**src/rtl/nibble_serial_addsub.sv**
```systemverilog
// nibble_serial_addsub
//
// 16-bit adder/subtractor that works one nibble per clock through a single
// 4-bit carry-lookahead slice. A registered carry links the nibbles, from
// least significant to most significant. Subtraction is a + ~b + 1, so for
// a subtract, cout = 1 means no borrow.
//
// Handshake: start is sampled only in IDLE. On an accepting edge, a, b and
// sub are latched, and busy rises for exactly 5 cycles. Four clocks after
// the accept, done pulses for one cycle, and result and the flags are valid.
// They stay valid in IDLE until the next accepted start clears them. A start
// seen while busy is dropped and is not queued.
//
// Ports:
//   clk        rising-edge clock
//   rst        asynchronous, active-high reset
//   start      operation request (sampled in IDLE)
//   sub        0 = add, 1 = subtract (latched with start)
//   a, b       16-bit operands (latched with start)
//   busy       high in RUN and DONE
//   done       one-cycle completion pulse
//   result     sum or difference
//   cout       carry out of bit 15
//   overflow   two's-complement signed overflow
//   zero       result == 0
//   dbg_state  current FSM state (0 = IDLE, 1 = RUN, 2 = DONE)
module nibble_serial_addsub (
   input  logic        clk,
   input  logic        rst,
   input  logic        start,
   input  logic        sub,
   input  logic [15:0] a,
   input  logic [15:0] b,
   output logic        busy,
   output logic        done,
   output logic [15:0] result,
   output logic        cout,
   output logic        overflow,
   output logic        zero,
   output logic [1:0]  dbg_state
);

   typedef enum logic [1:0] {
      IDLE = 2'd0,
      RUN  = 2'd1,
      DONE = 2'd2
   } state_t;

   state_t      state, state_next;
   logic [1:0]  idx;
   logic        carry;
   logic [15:0] opa, opb;

   logic [3:0]  na, nb, g, p, sum;
   logic [4:0]  c;
   logic [15:0] res_next;

   // Slice for the nibble selected by idx.
   always_comb begin
      na   = opa[{idx, 2'b00} +: 4];
      nb   = opb[{idx, 2'b00} +: 4];
      g    = na & nb;
      p    = na ^ nb;
      c[0] = carry;
      c[1] = g[0] | (p[0] & c[0]);
      c[2] = g[1] | (p[1] & g[0]) | (p[1] & p[0] & c[0]);
      c[3] = g[2] | (p[2] & g[1]) | (p[2] & p[1] & g[0])
           | (p[2] & p[1] & p[0] & c[0]);
      c[4] = g[3] | (p[3] & g[2]) | (p[3] & p[2] & g[1])
           | (p[3] & p[2] & p[1] & g[0]) | (p[3] & p[2] & p[1] & p[0] & c[0]);
      sum  = p ^ c[3:0];
      res_next = result;
      res_next[{idx, 2'b00} +: 4] = sum;
   end

   always_ff @(posedge clk or posedge rst) begin
      if (rst) state <= IDLE;
      else     state <= state_next;
   end

   always_comb begin
      state_next = state;
      case (state)
         IDLE:    if (start) state_next = RUN;
         RUN:     if (idx == 2'd3) state_next = DONE;
         DONE:    state_next = IDLE;
         default: state_next = IDLE;
      endcase
   end

   always_ff @(posedge clk or posedge rst) begin
      if (rst) begin
         opa      <= '0;
         opb      <= '0;
         carry    <= 1'b0;
         idx      <= 2'd0;
         result   <= '0;
         cout     <= 1'b0;
         overflow <= 1'b0;
         zero     <= 1'b0;
      end else begin
         case (state)
            IDLE: begin
               if (start) begin
                  opa      <= a;
                  opb      <= sub ? ~b : b;
                  carry    <= sub;  // the +1 of a two's-complement subtract
                  idx      <= 2'd0;
                  result   <= '0;
                  cout     <= 1'b0;
                  overflow <= 1'b0;
                  zero     <= 1'b0;
               end
            end
            RUN: begin
               result <= res_next;
               carry  <= c[4];
               idx    <= idx + 2'd1;
               if (idx == 2'd3) begin
                  cout <= c[4];
                  // Carry into bit 15, recovered from the sum bit, XOR carry out.
                  overflow <= (opa[15] ^ opb[15] ^ sum[3]) ^ c[4];
                  zero     <= (res_next == 16'h0000);
               end
            end
            default: ;
         endcase
      end
   end

   assign busy      = (state != IDLE);
   assign done      = (state == DONE);
   assign dbg_state = state;

endmodule

```
**config.mk**
```make
export PLATFORM = sky130hd
export DESIGN_NAME = nibble_serial_addsub
export DESIGN_NICKNAME = d
export VERILOG_FILES = /design/src/rtl/nibble_serial_addsub.sv
export SDC_FILE = /design/constraint.sdc
export NUM_CORES = 1
export LEC_CHECK = 0
export ABC_AREA = 1
export BUFFER_PORTS_ARGS = -buffer_cell sky130_fd_sc_hd__buf_2
export CORE_MARGIN = 2
export CORE_UTILIZATION = 30
export CTS_CLUSTER_SIZE = 10
export DETAILED_ROUTE_END_ITERATION = 8
export PLACE_DENSITY = 0.48
export SLEW_MARGIN = 0
export SYNTH_ARGS = -nofsm -noshare
export SYNTH_HDL_FRONTEND = slang
export SYNTH_SLANG_ARGS = --single-unit
```
**constraint.sdc**
```tcl
create_clock -name clk -period 7.88 [get_ports clk]
set_input_delay 0.394 -clock clk [delete_from_list [all_inputs] [get_ports clk]]
set_output_delay 0.394 -clock clk [all_outputs]
set_load 0.01 [all_outputs]
```
Word level (Yosys, flattened, before mapping)
Index checks and enable logic that the tools add are counted.
{"block": "totals", "regBits": 56, "latchBits": 0, "mem_bits_rw": 0, "rom_bits": 0, "inputBits": 36, "output_inout_bits": 23, "word_cells": 79, "memories": 0}
{"block": "op_classes", "add_sub_neg": 2, "multipliers": 0, "div_mod_pow": 0, "order_cmp": 0, "eq_ne": 5, "n_shift": 4, "muxes": 18, "bitwise_logic": 33, "reduce_logical": 8}
{"operator": "2-to-1 mux 16 bit", "n": 2}
{"operator": "one-hot mux 16 bit (2 select lines)", "n": 1}
{"operator": "variable part select 16 x 5 -> 4 bit", "n": 2}
{"operator": "AND 1 bit", "n": 16}
{"operator": "bitwise mux 16 bit", "n": 1}
{"operator": "zero test 16 bit", "n": 1}
{"operator": "inverter 16 bit", "n": 1}
{"operator": "variable shift 4 x 6 -> 16 bit (first input constant)", "n": 1}
{"operator": "variable part select 4 x 6 -> 16 bit", "n": 1}
{"operator": "OR 1 bit", "n": 10}
{"operator": "one-hot mux 1 bit (2 select lines)", "n": 4}
{"operator": "one-hot mux 2 bit (2 select lines)", "n": 2}
{"operator": "XOR 4 bit", "n": 2}
{"operator": "2-to-1 mux 2 bit", "n": 3}
{"operator": "negator 4 -> 6 bit", "n": 1}
{"operator": "AND reduction 2 bit", "n": 3}
{"operator": "2-to-1 mux 1 bit", "n": 5}
{"operator": "AND 4 bit", "n": 1}
{"operator": "equality test 2 bit (second input constant)", "n": 2}
{"operator": "!= test 2 bit (second input constant)", "n": 2}
{"operator": "nonzero test 2 bit", "n": 2}
{"operator": "AND reduction 3 bit", "n": 1}
{"operator": "XOR 1 bit", "n": 3}
{"operator": "adder 2 x 1 -> 2 bit (second input constant)", "n": 1}
{"operator": "2 further kinds", "n": 2}

Longest topological paths before layout
{"block": "depth", "word_depth": 12, "mapped_depth": 16, "depth_no_buf": 14}

Worst setup path after synthesis
OpenSTA, ideal clock, no wires.
{"block": "synth_path", "kind": "register to register", "from": "reg idx[0]", "to": "reg zero", "arrival_time_ns": 2.560, "required_time_ns": 7.805, "path_slack_ns": 5.245, "stages_incl_launch_ff": 16, "synth_period_minus_slack_ns": 2.635, "cell_sequence": "dfrtp_1 -> buf_4 -> inv_2 -> clkbuf_1 -> nor2_1 -> o22ai_1 -> fa_1 -> nand3_1 -> nor2_1 -> nor2_1 -> nand3_1 -> nor2_1 -> nand3_1 -> nor2_1 -> nand3_1 -> o21bai_2"}
{"block": "synth_via", "elab_chain_cells": 12, "elab_cells_between_ends": 30, "classes_between": "add/sub (1); eq/ne (2); shift (4); mux (3); bitwise (18); reduce/logical (2)"}
{"item": "start: declaration", "line": "50", "text": "logic [1:0] idx;"}
{"item": "start signal: assignment", "line": "118", "text": "idx <= idx + 2'd1;"}
{"item": "variable part select 16 x 5 -> 4 bit (on tied branches)", "line": "60, 61"}
{"item": "XOR 4 bit or AND 4 bit (tied branches)", "line": "63, 62"}
{"item": "AND 1 bit (on tied branches)", "line": "67, 68"}
{"item": "OR 1 bit (tied with other cells)", "line": "67", "text": "c[3] = g[2] | (p[2] & g[1]) | (p[2] & p[1] & g[0])"}
{"item": "OR 1 bit or AND 1 bit (tied branches)", "line": "67, 68"}
{"item": "OR 1 bit", "line": "68", "text": "| (p[2] & p[1] & p[0] & c[0]);"}
{"item": "XOR 4 bit", "line": "71", "text": "sum = p ^ c[3:0];"}
{"item": "variable part select 4 x 6 -> 16 bit", "line": "73", "text": "res_next[{idx, 2'b00} +: 4] = sum;"}
{"item": "bitwise mux 16 bit", "line": "73"}
{"item": "zero test 16 bit", "line": "123", "text": "zero <= (res_next == 16'h0000);"}
{"item": "2-to-1 mux 1 bit", "line": "119", "text": "if (idx == 2'd3) begin"}
{"item": "one-hot mux 1 bit (2 select lines)", "line": "102", "text": "case (state)"}
{"item": "end signal: assignment", "line": "123"}
{"item": "end: declaration", "line": "39", "text": "output logic zero,"}
Several ways; a longest one is shown, not always the timed one. The select of a mux whose other input is x is not followed.
A chain may end at the register's enable or synchronous reset.

Worst setup path in the final report
Ends and elaborated chain as after synthesis.

==> out/qor.csv <==
metric;value;unit
grt_max_degree;57;
period_needed;3.13;ns
critical-path-top-delay-family;flip-flops;
clock_path_buffers;2;
stdcell_count;574;
multiInputGateArea;1490;um^2
fp.dieW;106;um
synth_top_cells_by_area;dfrtp_1 (45%), nand2_1 (13%), o21ai_0 (6.5%), xnor2_1 (4.8%), ha_1 (4.4%);
hold_path_class;in -> async;
finClkSkew;0.00739;ns
rows;37;
synth.avg_cell_area;8.06;um^2
synthArstFlopShare;1.00;
hold_violations;0;
synth.distinct_cells;32;
setup_viol;0;
drv_cap;0;
synth_common_cells;nand2_1 (105), dfrtp_1 (56), o21ai_0 (40), nor2_1 (36), inv_1 (31);
cp-start-kind;register;
vias;2671;
rsz0062_at_grt;no;
firstDrtPassIters;4;
syn_area;3100;um^2
drv_slew;0;
critPathArrivalTime;3.37;ns
antenna_found_initial;0;
start_util;0.304;
avgViaCountPerCell;4.65;
netlist_instances;384;
num_antenna_cells;0;
ant_nets;0;
numPortBuffers;58;
cts_setup_buffers;0;
status;complete, no violations;
gr-total-overflow;0;
path_buf_inv;1;
synthFlopType;dfrtp_1;
dieArea;11100;um^2
irDropWorstVdd;0.000154;V
wl;7460;um
drc;0;
crit_path_top_delay_cell;dfrtp_1;
worst_slack;4.75;ns
path_clk_slew;0.10;ns
yosysTopAreaCellShare;0.453;
yosysWarnings;0;
critPathKind;reg -> reg;
period_share;0.397;
grtUsageTotal;0.144;
drt_iter0_drc;63;
max_stage_delay;0.91;ns
p_leak;0.00185;uW
fillers;1124;
cts_inserted_buffers;5;
whs;0.268;ns
yosysTopAreaCell;dfrtp_1;
drive_above_1_share;0.201;
yosysMostFrequentCell;nand2_1;
cts_hold_buf;0;
io-pin-count;59;
fp.dieH;106;um
htree_levels;2;
cts-root-buf;clkbuf_8;
grt_pass1_wl;13100;um
synth_edf_count;0;
cts_tree;done;
clock_latency;0.31;ns
cts_resized;0;
seq_area;1400;um^2
worstMarginPinSlew;0.957;ns
reg2reg_slack;4.75;ns
dpl.cell_count;566;
gp_congestion;0.812;
end_kind;register;
syn2layout_area_growth;16.5;%
maxSlewHeadroom;0.360;
cts_sinks;56;
power;1630;uW
coreArea;10200;um^2
synth_nets;432;
nets;485;
fmax;320;MHz
setup_tns;0;ns
power_density;452;nW/um^2
dp_hpwl;5490;um
wl_per_cell;13.0;um
grt_pass1_vias;2720;
ys_ff_latch;56;
ys_seq_area_frac;0.453;
path_max_fanout;29;
crit_required;8.12;ns
place_ws;4.81;ns
path_cells;inv_2 > o21ai_0 > o22ai_1 > fa_1 > nand3_1 > nor2_1 > nor2_1 > nand3_1 > nor2_1 > nand3_1 > nor2_1 > nand3_1 > o21bai_2;
## power by group
part           internal [uW]  leakage, uW  switching, uW  total (uW)
registers                414     0.000721            108         522
clock network           71.4    0.0000434           95.8         167
logic                    335      0.00109            608         942
## worst reg2reg max path: cells and delay by family (launching register included)
kind | cells | cell delay (ns)
flops | 1 | 0.91
compound gates | 3 | 0.51
fa+ha+maj | 1 | 0.52
simple gates | 8 | 0.77
buf+inv | 1 | 0.34
## through the flow
step                cell area (um^2)   util
finish                          3610  0.354
global route                    3610  0.354
CTS                             3610  0.354
detailed placement              3510  0.345
global placement                3510  0.345
floorplan                       3100      -
## cells in the final DEF (no fill, tap or decap)
cell type and instances:
nor2_2 2, nand3_1 12, a22oi_1 1, a21o_1 3, a21boi_2 1, o211ai_1 1
xnor2_1 17, o22ai_1 15, or2_0 1, fa_1 1, o21ai_1 2, nand2_1 105
o21ai_0 40, a22o_1 4, nor3b_1 1, nand2_2 4, nand4_1 6, nand2_4 1
inv_1 30, nand3_2 4, nor2_4 1, clkinv_1 1, buf_4 3, o21bai_2 1
ha_1 11, dfrtp_1 56, inv_2 4, clkinvlp_4 2, nor2_1 36, nand4_2 1
buf_2 58, clkbuf_8 6, a21oi_1 7
## logic make-up after synthesis
logic type	count (synthesis)	share of synthesized area
and+or+nand+nor	174	0.243
AOI/OAI and AO/OA	75	0.140
DFF	56	0.453
buffers and inverters	50	0.0647
xor gates and xnor gates	17	0.0481
adders and majority gates	12	0.0509
## flip-flops by register name, summed over array words and instances (netlist names)
register	flops
result	16
overflow	1
zero	1
dbg_state	2
carry	1
opa	16
idx	2
opb	16
cout	1
## path summary, 6_finish.rpt
path                            cells after the start  startpoint    endpoint
worst min-delay path                                3         rst  result[14]
worst max register to register                     13      idx[0]        zero
min in group clk                                    3        a[9]      opa[9]
worst min register to register                      2      opb[6]      opb[6]
worst max-delay path                               13      idx[0]        zero
max in group asynchronous                           3         rst    overflow
## final cells by class
type	instances	share of cell area
clock inverter	2	0.00416
multi-input combinational	278	0.414
timing repair buffer	61	0.0867
inverter	35	0.0364
tap	136	0.0472
clock buffer	6	0.0229
sequential	56	0.388
## metal layers
| layer | wire length (um) | track usage |
|---|---|---|
| met5 | 0 | 0 |
| met4 | 51 | 0.0348 |
| met3 | 348 | 0.0291 |
| met2 | 3540 | 0.239 |
| met1 | 3530 | 0.194 |
Note: power is estimated with default switching activity, not from simulation.
